==> src/rtl/crc_pkg.sv <==
// Shared CRC helpers: bit reversal and a width-generic serial CRC step.
// Widths are passed as arguments so one function set serves every engine configuration.
package crc_pkg;

  localparam int MAX_CRC_W  = 32;
  localparam int MAX_DATA_W = 64;

  typedef enum logic {
    ST_RUN  = 1'b0,
    ST_HOLD = 1'b1
  } state_e;

  // Reverses the low w bits of v; bits at and above w come back as zero.
  function automatic logic [MAX_CRC_W-1:0] bit_rev(input logic [MAX_CRC_W-1:0] v, input int w);
    logic [MAX_CRC_W-1:0] r;
    r = '0;
    for (int i = 0; i < MAX_CRC_W; i++) begin
      if (i < w) r[w-1-i] = v[i];
    end
    return r;
  endfunction

  // Shifts data[data_w-1:0] through the CRC register MSB-first, one bit per iteration.
  function automatic logic [MAX_CRC_W-1:0] crc_step(input logic [MAX_CRC_W-1:0]  crc,
                                                    input logic [MAX_DATA_W-1:0] data,
                                                    input int                    crc_w,
                                                    input logic [MAX_CRC_W-1:0]  poly,
                                                    input int                    data_w);
    logic [MAX_CRC_W-1:0] c;
    logic [MAX_CRC_W-1:0] mask;
    logic                 fb;
    mask = (crc_w >= MAX_CRC_W) ? '1 : ((32'd1 << crc_w) - 32'd1);
    c    = crc & mask;
    for (int i = MAX_DATA_W - 1; i >= 0; i--) begin
      if (i < data_w) begin
        fb = data[i] ^ c[crc_w-1];
        c  = ((c << 1) ^ (fb ? poly : '0)) & mask;
      end
    end
    return c;
  endfunction

endpackage

==> src/rtl/crc_next.sv <==
// One-beat combinational CRC update: crc_out = step(crc_in, data).
// Reflected input is handled by reversing the beat so the shared step always runs MSB-first.
module crc_next
  import crc_pkg::*;
#(
  parameter int               CRC_W      = 8,
  parameter logic [CRC_W-1:0] POLY       = 8'h07,
  parameter int               DATA_W     = 8,
  parameter bit               REFLECT_IN = 1'b0
) (
  input  logic [CRC_W-1:0]  crc_in,
  input  logic [DATA_W-1:0] data,
  output logic [CRC_W-1:0]  crc_out
);

  logic [DATA_W-1:0] data_ord;

  generate
    if (REFLECT_IN) begin : g_refl
      for (genvar i = 0; i < DATA_W; i++) begin : g_bit
        assign data_ord[i] = data[DATA_W-1-i];
      end
    end else begin : g_norm
      assign data_ord = data;
    end
  endgenerate

  assign crc_out = CRC_W'(crc_step(32'(crc_in), 64'(data_ord), CRC_W, 32'(POLY), DATA_W));

endmodule

==> src/rtl/crc_engine.sv <==
// Streaming CRC engine: one beat per cycle in, registered {crc, beat count} out at frame end.
// Result appears the cycle after s_last is accepted; input stalls while a result is pending.
module crc_engine
  import crc_pkg::*;
#(
  parameter int               CRC_W       = 8,
  parameter logic [CRC_W-1:0] POLY        = 8'h07,
  parameter logic [CRC_W-1:0] INIT        = '0,
  parameter logic [CRC_W-1:0] XOR_OUT     = '0,
  parameter int               DATA_W      = 8,
  parameter bit               REFLECT_IN  = 1'b0,
  parameter bit               REFLECT_OUT = 1'b0,
  parameter int               LEN_W       = 16
) (
  input  logic              clk,
  input  logic              rst_n,
  input  logic              clr,
  input  logic              s_valid,
  output logic              s_ready,
  input  logic [DATA_W-1:0] s_data,
  input  logic              s_last,
  output logic              m_valid,
  input  logic              m_ready,
  output logic [CRC_W-1:0]  m_crc,
  output logic [LEN_W-1:0]  m_len,
  output logic              busy
);

  state_e            state_q;
  logic [CRC_W-1:0]  crc_q;
  logic [CRC_W-1:0]  crc_d;
  logic [CRC_W-1:0]  res_d;
  logic [CRC_W-1:0]  m_crc_q;
  logic [LEN_W-1:0]  len_q;
  logic [LEN_W-1:0]  len_d;
  logic [LEN_W-1:0]  m_len_q;
  logic              m_valid_q;
  logic              busy_q;
  logic              beat_acc;

  crc_next #(
    .CRC_W     (CRC_W),
    .POLY      (POLY),
    .DATA_W    (DATA_W),
    .REFLECT_IN(REFLECT_IN)
  ) u_next (
    .crc_in (crc_q),
    .data   (s_data),
    .crc_out(crc_d)
  );

  assign s_ready  = (state_q == ST_RUN) && !clr;
  assign beat_acc = s_valid && s_ready;
  assign len_d    = (&len_q) ? len_q : len_q + 1'b1;
  assign res_d    = (REFLECT_OUT ? CRC_W'(bit_rev(32'(crc_d), CRC_W)) : crc_d) ^ XOR_OUT;

  always_ff @(posedge clk or negedge rst_n) begin
    if (!rst_n) begin
      state_q   <= ST_RUN;
      crc_q     <= INIT;
      len_q     <= '0;
      m_valid_q <= 1'b0;
      m_crc_q   <= '0;
      m_len_q   <= '0;
      busy_q    <= 1'b0;
    end else if (clr) begin
      // Abort drops both the partial frame and any result still waiting for m_ready.
      state_q   <= ST_RUN;
      crc_q     <= INIT;
      len_q     <= '0;
      m_valid_q <= 1'b0;
      busy_q    <= 1'b0;
    end else begin
      case (state_q)
        ST_RUN: begin
          if (beat_acc) begin
            busy_q <= 1'b1;
            if (s_last) begin
              m_crc_q   <= res_d;
              m_len_q   <= len_d;
              m_valid_q <= 1'b1;
              crc_q     <= INIT;
              len_q     <= '0;
              state_q   <= ST_HOLD;
            end else begin
              crc_q <= crc_d;
              len_q <= len_d;
            end
          end
        end
        ST_HOLD: begin
          if (m_ready) begin
            m_valid_q <= 1'b0;
            busy_q    <= 1'b0;
            state_q   <= ST_RUN;
          end
        end
        default: state_q <= ST_RUN;
      endcase
    end
  end

  assign m_valid = m_valid_q;
  assign m_crc   = m_crc_q;
  assign m_len   = m_len_q;
  assign busy    = busy_q;

endmodule
==> config.mk <==
export PLATFORM = sky130hd
export DESIGN_NAME = crc_engine
export DESIGN_NICKNAME = d
export VERILOG_FILES = /design/src/rtl/crc_pkg.sv /design/src/rtl/crc_next.sv /design/src/rtl/crc_engine.sv
export SDC_FILE = /design/constraint.sdc
export NUM_CORES = 1
export LEC_CHECK = 0
export CAP_MARGIN = 20
export CELL_PAD_IN_SITES_DETAIL_PLACEMENT = 2
export CELL_PAD_IN_SITES_GLOBAL_PLACEMENT = 2
export CORE_MARGIN = 2
export CORE_UTILIZATION = 36
export CTS_CLUSTER_SIZE = 30
export DETAILED_ROUTE_END_ITERATION = 8
export PLACE_DENSITY_LB_ADDON = 0.1
export SLEW_MARGIN = 20
export SYNTH_ARGS = -nofsm -noshare
export SYNTH_HDL_FRONTEND = slang
export SYNTH_HIERARCHICAL = 1
export SYNTH_SLANG_ARGS = --single-unit
==> constraint.sdc <==
create_clock -name clk -period 5.7 [get_ports clk]
set_clock_uncertainty 0.05 [all_clocks]
set_input_delay 1.14 -clock clk [delete_from_list [all_inputs] [get_ports clk]]
set_output_delay 1.14 -clock clk [all_outputs]
set_load 0.02 [all_outputs]
==> results of run 1 <==
flip-flops by register name, summed over array words and instances, names as in the netlist:
register / cells
m_len: 16
state_q: 1
busy: 1
len_q: 16
m_valid: 1
m_crc: 8
crc_q: 8
final timing paths:
kind / start / to / slack [ns]
max: clr / s_ready / 1.89
min: m_crc[5] / m_crc[5] / 0.43
max reg2reg: len_q[0] / len_q[8] / 3.21
min reg2reg: m_crc[5] / m_crc[5] / 0.43
max in group asynchronous: rst_n / len_q[1] / 4.24
min in group asynchronous: rst_n / len_q[14] / 0.90
cells in the mapped netlist (all sizes together) (2+ instances only):
master / instances
and4: 5
nor4: 3
nand2: 47
o211ai: 3
a21oi: 16
buf: 7
nor3: 3
nor2: 12
a21o: 4
xnor2: 14
mux2i: 2
nand3: 8
nand4: 6
o31ai: 7
a22o: 9
dfrtp: 51
or4: 6
clkbuf: 16
and3: 7
inv: 4
or3: 3
xor2: 10
o21ai: 21
a31oi: 11
metrics by stage:
step / power [mW] / cell area (um2) / hold slack [ns]
floorplan: 0.553 / 2700 / 0.444
global placement: 0.652 / 3150 / 0.409
detailed placement: 0.659 / 3150 / 0.412
CTS: 0.868 / 3230 / 0.436
global route: 0.908 / 3240 / 0.468
finish: 0.855 / 3240 / 0.429
logic make-up after synthesis:
| logic type | count (synthesis) | synth area share (%) |
|---|---|---|
| flip-flops | 51 | 47.3 |
| adder cells (fa/ha/maj) | 1 | 0.463 |
| AO/OA/AOI/OAI | 80 | 19.6 |
| AND/OR/NAND/NOR | 104 | 20.0 |
| multiplexers | 2 | 0.741 |
| buffers and inverters | 27 | 4.17 |
| XOR/XNOR | 24 | 7.78 |
critical path, delay by kind of cell:
family	cells	cell delay, ns
and+or+nand+nor	1	0.27
buffers and inverters	2	1.21
cell type report:
class                      count  area, um2
multi-input combinational    211       1330
clock buffer                   7       76.3
fill                         807       4010
clock inverter                 1       5.00
tap                           99        124
timing repair buffer          43        418
sequential                    51       1280
inverter                       4       15.0
routing by layer:
layer / up-vias / share of wire [%]
met2: 30 / 49
met4: 0 / 0.83
met5: - / 0
met3: 5 / 2.1
li1: 1095 / -
met1: 1167 / 48
where the power goes:
part	internal (mW)	leakage [nW]	total (mW)	switching [mW]
Sequential	0.397	0.689	0.418	0.0214
Clock	0.0866	0.0422	0.207	0.121
Combinational	0.102	0.673	0.230	0.127
Total	0.586	1.40	0.855	0.269
layout by cell type (no fill, tap or decap), types with 2 or more instances in the layout:
cell / instances
o31ai_1: 6
nor4_1: 2
or3_1: 3
o21ai_1: 6
and3_1: 7
clkbuf_1: 2
or4_1: 6
xor2_1: 10
nor3_1: 3
nand4_1: 5
a22o_1: 9
a21oi_1: 16
xnor2_1: 14
inv_1: 4
buf_4: 3
a31oi_1: 11
mux2i_1: 2
o211ai_1: 3
clkdlybuf4s50_1: 39
and4_1: 5
nand2_1: 47
a21o_1: 4
o21ai_0: 14
nor2_1: 12
dfrtp_1: 51
nand3_1: 8
clkbuf_8: 5
==> flow_metrics.tcl, run 1 <==
set metrics [dict create \
    synth.ff_latch_count 51 \
    port_buffers 40 \
    clock-sinks 51 \
    worst_slack_ns 1.89 \
    fin_cells 416 \
    fmax_mhz 263 \
    wl_mm 7.45 \
    routedWlPerCell_um 17.9 \
    routed-via-count 2297 \
    max_stage_delay_ns 0.65 \
    pre_cts_slack_ns 1.89 \
    critPathKind "input port to primary output" \
    grt_max_degree 52 \
    top_usage_layer "met2" \
    crit_required_ns 4.51 \
    use_met3_pct 2.84 \
    drt_iter0_drc 118 \
    ant_nets 0 \
    antenna_found_initial 0 \
    final_max_slew_viol_count 0 \
    slowest_stage "clkdlybuf4s50_1" \
    grt_overflow 0 \
    critPathCaptureType "primary output" \
    max-cap-violations 0 \
    grt_use_total_pct 19.3 \
    pin_count 41 \
    finalHoldViolations 0 \
    max_slew_margin_pct 28.8 \
    clk_pin_slew_worst_paths_ns 0.09 \
    grt_pass1_vias 2508 \
    dp.cells 408 \
    ys_types 44 \
    dieArea_mm2 0.00821 \
    yosysWarnings 6 \
    antennaDiodeCount 0 \
    worst_pin_slew_ns 1.07 \
    firstDrtPassIters 4 \
    design.core.area_mm2 0.00725 \
    area_delta_synth_final_pct 20.1 \
    rr_worst_depth 5 \
    htree_levels 2 \
    cp_common_cell "clkdlybuf4s50_1" \
    cts_setup_buffers 0 \
    cts.path.max_buffers 2 \
    numCtsBuffers 5 \
    syn_nets 304 \
    chipWidth_um 90.6 \
    drive_gt1_share_pct 5.36 \
    fin_crit_sh_pct 66.8 \
    vdd_drop_max_mv 0.0940 \
    rows 31 \
    final-setup-viol-count 0 \
    insertion_delay_ns 0.30 \
    syn_inst 289 \
    layout.core_utilization_pct 44.7 \
    initial_core_util_pct 37.2 \
    path_cells "clkdlybuf4s50_1, nor2_1, clkdlybuf4s50_1" \
    cts-hold-fix-buffers 0 \
    rsz0062_at_grt "false" \
    gr-usage-met1_pct 26.7 \
    hold_path_class "register to register" \
    dp_hpwl_mm 5.07 \
    root_buffer "clkbuf_8" \
    synth_top_area_cell "dfrtp_1" \
    ys_seq_area_share_pct 47.3 \
    avgSynthCellArea_um2 9.34 \
    hold-path-cell-count 2 \
    synth_edf_count 0 \
    synth_area_mm2 0.00270 \
    synth.area.top_cells "dfrtp_1 47%, nand2_1 6.5%, xnor2_1 4.5%" \
    nNetsFinal 331 \
    vias_per_cell 5.52 \
    synth_top_area_share_pct 47.3 \
    period_minus_slack_ns 3.81 \
    grtUsageMet2_pct 32.0 \
    arrival_ns 2.62 \
    finalSetupTns_ns 0 \
    cellLeakagePower_nw 1.40 \
    post-route-drc-count 0 \
    grt_pass1_wl_mm 12.8 \
    ys.flop_type "dfrtp_1" \
    synthArstFlopShare_pct 100 \
    die_h_um 90.6 \
    crit_fanout 7 \
    cts_tree "done" \
    start_kind "input port" \
    post_cts_resized 0 \
    p_per_area_mw_per_mm2 264 \
    globalplace.congestion 0.725 \
    status "completed" \
]
Note: power is estimated with default switching activity, not from simulation.
==> run 2, diff against run 1 <==
CORE_UTILIZATION = 30   (was 36)
clock period = 3.41 ns   (was 5.7 ns; I/O delays follow)
==> run 2 against run 1 <==
Effect of this change: count of clock-buffer cells in the layout rose by 1; final area rose by 2.5%; sequential power rose by 67%; non-clock buffer count rose by 8; routed wire length rose by 5.0%; global-route usage fell by 2.6 points; critical path depth did not move; first-iteration DRC count fell by 27%; register-to-register slack got worse by 2.2 ns; final cell count rose by 4.1%; clock power rose by 94%; worst setup slack got worse by 1.4 ns; largest power group unchanged.
==> flow_metrics.tcl, run 2 (synthesis gave the netlist of run 1 again) <==
set metrics [dict create \
    status "completed" \
    max-cap-violations 0 \
    fin_area_mm2 0.00332 \
    numCtsBuffers 5 \
    cts.path.max_buffers 2 \
    vias_per_cell 5.37 \
    fin_cells 433 \
    routed-via-count 2324 \
    critPathKind "input port to primary output" \
    rsz0062_at_grt "false" \
    die_h_um 98.9 \
    fmax_mhz 348 \
    grt_overflow 0 \
    finalHoldViolations 0 \
    drt-met1-wl_mm 3.87 \
    wl_mm 7.82 \
    fin_hold_ws_ns 0.387 \
    cts-hold-fix-buffers 0 \
    firstDrtPassIters 4 \
    power_frac_seq_pct 46.9 \
    fillers 958 \
    clk_pin_slew_worst_paths_ns 0.09 \
    drt_iter0_drc 86 \
    cts_setup_buffers 0 \
    rows 34 \
    final-setup-viol-count 0 \
    design.core.area_mm2 0.00872 \
    final_max_slew_viol_count 0 \
    post_cts_resized 0 \
    met3_wirelength_um 197 \
    final_common_cell "dfrtp_1" \
    clock-sinks 51 \
    p_int_mw 1.02 \
    critPathCaptureType "primary output" \
    dp_hpwl_mm 5.45 \
    switching_share_pct 31.2 \
    grt_pass1_wl_mm 13.1 \
    htree_levels 2 \
    antenna_found_initial 0 \
    grt_max_degree 32 \
    highest_layer "met4" \
    grt_use_total_pct 16.7 \
    globalplace.congestion 0.756 \
    wl_met2_mm 3.68 \
    arrival_ns 2.14 \
    initial_core_util_pct 31.0 \
    path_cells "clkdlybuf4s50_1, nor2_1, clkdlybuf4s50_1" \
    dp.cells 425 \
    crit_fanout 7 \
    final_cell_mix "51 x dfrtp_1, 47 x nand2_1, 39 x clkdlybuf4s50_1" \
    fin_crit_sh_pct 84.2 \
    nNetsFinal 339 \
    comb_power_share_pct 26.2 \
    vdd_drop_max_mv 0.150 \
    grt_pass1_vias 2486 \
    ant_nets 0 \
    routedWlPerCell_um 18.1 \
    max_stage_delay_ns 0.65 \
    root_buffer "clkbuf_8" \
    clockPowerShare_pct 27.0 \
    cts_tree "done" \
    layout.core_utilization_pct 38.1 \
    pin_count 41 \
    port_buffers 40 \
    insertion_delay_ns 0.31 \
    hold_path_class "input port to async pin" \
    start_kind "input port" \
    chipWidth_um 98.9 \
    dpl_cell_area_mm2 0.00322 \
    drive_gt1_share_pct 8.00 \
    cellLeakagePower_nw 1.44 \
    period_minus_slack_ns 2.87 \
    finalSetupTns_ns 0 \
    dieArea_mm2 0.00978 \
    antennaDiodeCount 0 \
    p_per_area_mw_per_mm2 448 \
    area_delta_synth_final_pct 23.1 \
    max_slew_margin_pct 48.6 \
    worst_pin_slew_ns 0.771 \
    slowest_stage "clkdlybuf4s50_1" \
    cp_common_cell "clkdlybuf4s50_1" \
    p_sw_uw 464 \
    post-route-drc-count 0 \
    crit_required_ns 2.68 \
]
run 2: changes by cell type in the layout (fill, tap and decap cells not counted), sizes merged:
| cell | previous run | this run |
|---|---|---|
| clkbuf | 7 | 8 |
| buf | 4 | 12 |
| clkinv | 1 | 0 |
run 2: final cells by class:
type / count / area (um2) / share of cell area, %
Multi-Input combinational cell: 211 / 1320 / 39.7
Sequential cell: 51 / 1280 / 38.4
Timing Repair Buffer: 51 / 478 / 14.4
Tap cell: 108 / 135 / 4.06
Clock buffer: 8 / 100 / 3.01
Inverter: 4 / 15.0 / 0.452
run 2: metal layers:
layer  GRT usage (%)  vias up
met2            26.8       37
met5               0        -
li1                -     1112
met4            3.79        0
met3            2.55        5
met1            23.7     1170
run 2: power by group through the flow:
| stage | combinational (mW) | sequential [mW] | clock (mW) |
|---|---|---|---|
| CTS | 0.397 | 0.699 | 0.414 |
| floorplan | 0.158 | 0.767 | 0 |
| detailed placement | 0.395 | 0.711 | 0 |
| finish | 0.390 | 0.697 | 0.401 |
| global route | 0.429 | 0.708 | 0.434 |
| global placement | 0.390 | 0.709 | 0 |
run 2: final timing paths:
check,depth (start not counted),from,slack [ns],end
worst max-delay path,3,clr,0.54,s_ready
worst min-delay path,1,rst_n,0.39,m_len[11]
worst max register to register,4,len_q[0],1.03,len_q[1]
worst min register to register,2,m_crc[4],0.43,m_crc[4]
max in group asynchronous,2,rst_n,2.24,len_q[4]
min in group clk,2,m_crc[4],0.43,m_crc[4]
run 2: critical path: cells and delay by family:
kind / cells / cell delay, ns
AND/OR/NAND/NOR: 1 / 0.25
buffers and inverters: 2 / 1.20
run 2: stage by stage:
step	worst slack (ns)	power (mW)
5_1_grt	0.478	1.57
2_1_floorplan	1.35	0.925
3_3_place_gp	0.560	1.10
4_1_cts	0.521	1.51
6_report	0.539	1.49
3_5_place_dp	0.533	1.11
